===== config.mk =====
export PLATFORM = sky130hd
export DESIGN_NAME = add_seq_ctrl
export DESIGN_NICKNAME = d
export VERILOG_FILES = /design/src/rtl/add_seq_ctrl_pkg.sv /design/src/rtl/add_seq_ctrl_rr_arb2.sv /design/src/rtl/add_seq_ctrl.sv
export SDC_FILE = /design/constraint.sdc
export NUM_CORES = 1
export LEC_CHECK = 0
export CORE_AREA = 10 10 191 193
export CTS_CLUSTER_DIAMETER = 80
export DETAILED_ROUTE_END_ITERATION = 8
export DIE_AREA = 0 0 201 203
export DONT_BUFFER_PORTS = 1
export GPL_TIMING_DRIVEN = 0
export PLACE_DENSITY = 0.53
export SKIP_CTS_REPAIR_TIMING = 1
export SLEW_MARGIN = 20
export SYNTH_ARGS = -nofsm -noshare
export SYNTH_HDL_FRONTEND = slang
export SYNTH_SLANG_ARGS = --single-unit
export TNS_END_PERCENT = 10

===== constraint.sdc =====
create_clock -name clk -period 1.5 [get_ports clk]
set_clock_uncertainty 0.05 [all_clocks]
set_input_delay 0.3 -clock clk [delete_from_list [all_inputs] [get_ports clk]]
set_output_delay 0.3 -clock clk [all_outputs]
set_load 0.02 [all_outputs]

===== src/rtl/add_seq_ctrl_pkg.sv =====
// add_seq_ctrl_pkg: shared FSM states, default slice width and op encoding
package add_seq_ctrl_pkg;
  typedef enum logic [1:0] {IDLE, RUN, DONE} state_t;
  localparam int W_DEF = 32;
  localparam logic OP_ADD = 1'b0;
  localparam logic OP_SUB = 1'b1;
endpackage


===== src/rtl/add_seq_ctrl_rr_arb2.sv =====
// rr_arb2: two-way round-robin arbiter with registered pointer and one-hot grant
module rr_arb2 (
  input  logic       clk,
  input  logic       rst_n,
  input  logic [1:0] req,
  input  logic       advance,
  output logic [1:0] gnt
);
  logic ptr;
  // pointer breaks ties; a lone request always wins
  always_comb gnt = (req == 2'b11) ? (ptr ? 2'b10 : 2'b01) : req;
  // after a grant the pointer moves to the requester that lost
  always_ff @(posedge clk or negedge rst_n)
    if (!rst_n) ptr <= 1'b0;
    else if (advance) ptr <= gnt[0];
endmodule


===== src/rtl/add_seq_ctrl.sv =====
// add_seq_ctrl: arbitrates two requesters onto an external W-bit adder, one word per beat
module add_seq_ctrl
  import add_seq_ctrl_pkg::*;
#(
  parameter int W     = W_DEF,
  parameter int NWORD = 2
) (
  input  logic                 clk,
  input  logic                 rst_n,
  input  logic                 r0_valid,
  output logic                 r0_ready,
  input  logic                 r0_sub,
  input  logic [NWORD*W-1:0]   r0_a,
  input  logic [NWORD*W-1:0]   r0_b,
  input  logic                 r1_valid,
  output logic                 r1_ready,
  input  logic                 r1_sub,
  input  logic [NWORD*W-1:0]   r1_a,
  input  logic [NWORD*W-1:0]   r1_b,
  output logic [W-1:0]         add_a,
  output logic [W-1:0]         add_b,
  output logic                 add_cin,
  input  logic [W-1:0]         add_sum,
  input  logic                 add_cout,
  output logic                 rsp_valid,
  input  logic                 rsp_ready,
  output logic                 rsp_id,
  output logic [NWORD*W-1:0]   rsp_sum,
  output logic                 rsp_cout,
  output logic                 rsp_ovf
);
  localparam int KW = NWORD > 1 ? $clog2(NWORD) : 1;
  state_t             state;
  logic [KW-1:0]      k;
  logic               carry, sub, acc, run, last;
  logic [NWORD*W-1:0] a, b;
  logic [W-1:0]       a_w, b_w;
  logic [1:0]         gnt;
  assign acc = (state == IDLE) && (r0_valid || r1_valid);
  rr_arb2 u_arb (
    .clk     (clk),
    .rst_n   (rst_n),
    .req     ({r1_valid, r0_valid}),
    .advance (acc),
    .gnt     (gnt)
  );
  // drive the current beat's slices to the adder, zero outside RUN
  always_comb begin
    run      = state == RUN;
    last     = k == KW'(NWORD - 1);
    a_w      = a[int'(k)*W +: W];
    b_w      = b[int'(k)*W +: W];
    add_a    = run ? a_w : '0;
    add_b    = run ? ((sub == OP_SUB) ? ~b_w : b_w) : '0;
    add_cin  = run && ((k == '0) ? sub : carry);
    r0_ready = (state == IDLE) && gnt[0];
    r1_ready = (state == IDLE) && gnt[1];
  end
  // IDLE latches the winner, RUN collects one word per beat, DONE holds the result
  always_ff @(posedge clk or negedge rst_n)
    if (!rst_n) begin
      state     <= IDLE;
      k         <= '0;
      carry     <= 1'b0;
      sub       <= 1'b0;
      a         <= '0;
      b         <= '0;
      rsp_valid <= 1'b0;
      rsp_id    <= 1'b0;
      rsp_sum   <= '0;
      rsp_cout  <= 1'b0;
      rsp_ovf   <= 1'b0;
    end else
      case (state)
        IDLE: if (acc) begin
          a      <= gnt[1] ? r1_a : r0_a;
          b      <= gnt[1] ? r1_b : r0_b;
          sub    <= gnt[1] ? r1_sub : r0_sub;
          rsp_id <= gnt[1];
          k      <= '0;
          state  <= RUN;
        end
        RUN: begin
          rsp_sum[int'(k)*W +: W] <= add_sum;
          carry <= add_cout;
          k     <= k + 1'b1;
          if (last) begin
            rsp_cout  <= add_cout;
            rsp_ovf   <= (add_a[W-1] == add_b[W-1]) && (add_sum[W-1] != add_a[W-1]);
            rsp_valid <= 1'b1;
            state     <= DONE;
          end
        end
        DONE: if (rsp_ready) begin
          rsp_valid <= 1'b0;
          state     <= IDLE;
        end
        default: state <= IDLE;
      endcase
endmodule


==> qor.yml <==
hpwl_um: 27000
gp_congestion: 0.803
top_layer: "met4"
slew_violations: 0
hold_slack_ps: -576
powerDensity_nw_per_um2: 2220
finalInstanceArea_um2: 15300
rsz0062_at_grt: "yes"
cp_max_fo: 9
portBuffers: 0
antenna_found_initial: 8
fp.dieArea_um2: 40800
cpMaxStageDelayCell: "dfrtp_2"
synth_edf_count: 0
power.share.switching_pct: 44.5
worst-slew-pin-transition_ps: 749
synth-simple-area-share_pct: 11.0
met2_length_um: 20700
critPathKind: "register to primary output"
grt_pass1_wl_um: 52300
cts_tree: "built"
num_vias: 8656
yosys_warnings: 0
path_delay_family: "flip-flops"
clk_pin_slew_ps: 60
die_w_um: 201
switching_power_mw: 15.2
yosysTopAreaCell: "dfrtp_1"
syn_avg_cell_area_um2: 10.2
drive_above_1_share_pct: 18.7
worst_slack_ps: -724
critPathRequiredTime_ps: 1150
cts_buffer_depth: 3
synthDistinctLibCells: 26
clockPowerShare_pct: 17.4
hold_class: "input pin to asynchronous set/reset pin"
numPlacedInstances: 1394
syn-num-nets: 1248
synth_cells: 952
grt_use_total_pct: 16.6
synth-xor-area-share_pct: 2.89
met3WireLength_um: 3090
synth_top_family_by_area: "multiplexers"
utilization_pct: 47.2
drt_first_iter_violations: 310
setup_viol: 234
nets: 1572
r2r_start: "u_arb.ptr"
crit_path_end_kind: "primary output"
ys_seq_area_share_pct: 52.1
ioPinCount: 431
synth-async-reset-ratio_pct: 100
ctsHtreeMaxLevel: 1
ant_nets: 0
start_kind: "register"
synth-compound-area-share_pct: 10.2
root_buffer: "clkbuf_16"
dpl_cell_area_um2: 10400
cap_violations: 0
violations: "hold timing, setup timing"
initial_core_util_pct: 29.9
cp.arrival_ps: 1870
status: "complete, but fails checks"
synth.area.mux_share_pct: 20.4
routed_via_density: 4.97
cts_num_sinks: 202
dr.pass1.iters: 4
grt_overflow: 0
syn_area_um2: 9710
clk_latency_ps: 520
path_cells: "buf_12, clkbuf_16, mux2i_4, xor2_2, nor2_4"
vdd_ir_drop_max_v: 0.000962
synthTopCellsByArea: "dfrtp_1 52%, mux2i_1 17%, nand2_1 9.1%"
hold_violations: 208
drc: 0
synth_flop_cell: "dfrtp_1"
instances_no_fill: 1742
synth_fa_ha_area_share_pct: 0
p_int_mw: 18.9
critical_path_buf_inv_count: 2
cpPeakStageDelay_ps: 400
timing.slew.headroom_pct: 50.1
wl_per_cell_um: 23.5
layout_min_cycle_time_ps: 2220
wl_met1_um: 15900
rows: 66
fmax_mhz: 450
power.combinational.fraction_pct: 49.1
synth.top_cell.area_share_pct: 52.1
grt_max_degree: 203
area_growth_syn_to_layout_pct: 57.9
ys_seq_elements: 202
wl_um: 40900
numCtsBuffers: 24
p_leak_nw: 7.12
core-area_um2: 32500
place_ws_ps: -1140
die_h_um: 203
fin_crit_sh_pct: 148
critPathLaunch: "k"
p_seq_share_pct: 33.6
first_global_vias: 7967
-- state kept, by name, indices dropped and copies added, names as in the netlist --
name and cells:
rsp_cout 1, a 64, k 1, sub 1
rsp_valid 1, state 2, u_arb.ptr 1, b 64
rsp_ovf 1, carry 1, rsp_sum 64, rsp_id 1
-- worst reg2reg max path: cells and delay by family, from the launching register on --
kind	cells	cell delay (ps)
buffers and inverters	2	570
flip-flops	1	420
AO/OA/AOI/OAI	2	380
multiplexers	1	310
-- routing by layer --
metal | up-vias | global-route usage (%)
met4 | 0 | 3.16
met3 | 75 | 5.57
met1 | 4309 | 19.5
met2 | 368 | 29.1
met5 | - | 0
li1 | 3904 | -
-- per-stage QoR --
| stage | TNS (ps) | power [mW] |
|---|---|---|
| floorplan | -8950 | 19.7 |
| global placement | -182500 | 23.1 |
| detailed placement | -184110 | 23.4 |
| CTS | -220940 | 29.4 |
| global route | -108210 | 36.1 |
| finish | -86540 | 34.1 |
-- kinds of logic (layout without fill, tap and decap cells) --
| logic type | after synthesis | in the layout |
|---|---|---|
| mux | 194 | 194 |
| simple gates | 279 | 279 |
| flops | 202 | 202 |
| buf+inv | 73 | 413 |
| compound gates | 172 | 172 |
| xor+xnor | 32 | 32 |
| other cells | 0 | 8 |
-- power by group through the flow --
stage	sequential, mW	clock [mW]	combinational [mW]
floorplan	10.5	0	9.19
global placement	11.1	0	12.0
detailed placement	11.2	0	12.1
CTS	11.1	6.06	12.2
global route	11.8	6.28	18.0
finish	11.4	5.93	16.7
-- synth_stat cells (all sizes together), types with 2 or more instances --
cell    instances
nand2         235
dfrtp         202
mux2i         162
o21ai         135
buf            39
nor2           37
a22o           32
clkbuf         32
mux2           32
xor2           32
a21o            2
a21oi           2
inv             2
-- worst paths after layout --
path	to	depth (start not counted)	slack (ps)
min in group clk	b[42]	2	-50
worst min-delay path	rsp_sum[0]	0	-580
worst max register to register	a[60]	5	-370
max in group asynchronous	k	0	1680
worst max-delay path	add_b[17]	5	-720
worst min register to register	b[35]	2	440
-- cells in the final DEF, fill, tap and decap left out, types with 4 or more instances in the layout --
cell | synthesis | final
dlygate4sd3_1 | 0 | 281
nand2_1 | 235 | 235
dfrtp_1 | 202 | 199
mux2i_1 | 162 | 145
o21ai_1 | 133 | 132
a22o_4 | 0 | 32
nor2_4 | 0 | 31
clkbuf_16 | 0 | 29
mux2_4 | 0 | 24
xor2_1 | 32 | 20
clkbuf_1 | 32 | 19
buf_4 | 4 | 16
buf_12 | 0 | 15
buf_2 | 34 | 13
mux2i_2 | 0 | 12
xor2_2 | 0 | 12
buf_6 | 0 | 9
diode_2 | 0 | 8
mux2_1 | 32 | 8
clkbuf_4 | 0 | 6
buf_8 | 0 | 6
mux2i_4 | 0 | 5
nor2_2 | 1 | 4
clkbuf_2 | 0 | 4
clkinv_2 | 0 | 4
-- final cells by class --
type / instances / area [um^2]
diodes: 8 / 20.0
plain buffers: 70 / 641
clock buffers: 32 / 682
clock inverters: 10 / 111
fillers: 2911 / 17100
inverters: 2 / 7.51
multi-input cells: 677 / 5180
flip-flops and latches: 202 / 5060
well taps: 442 / 553
repair buffers: 299 / 3070
Note: power is estimated with default switching activity, not from simulation.
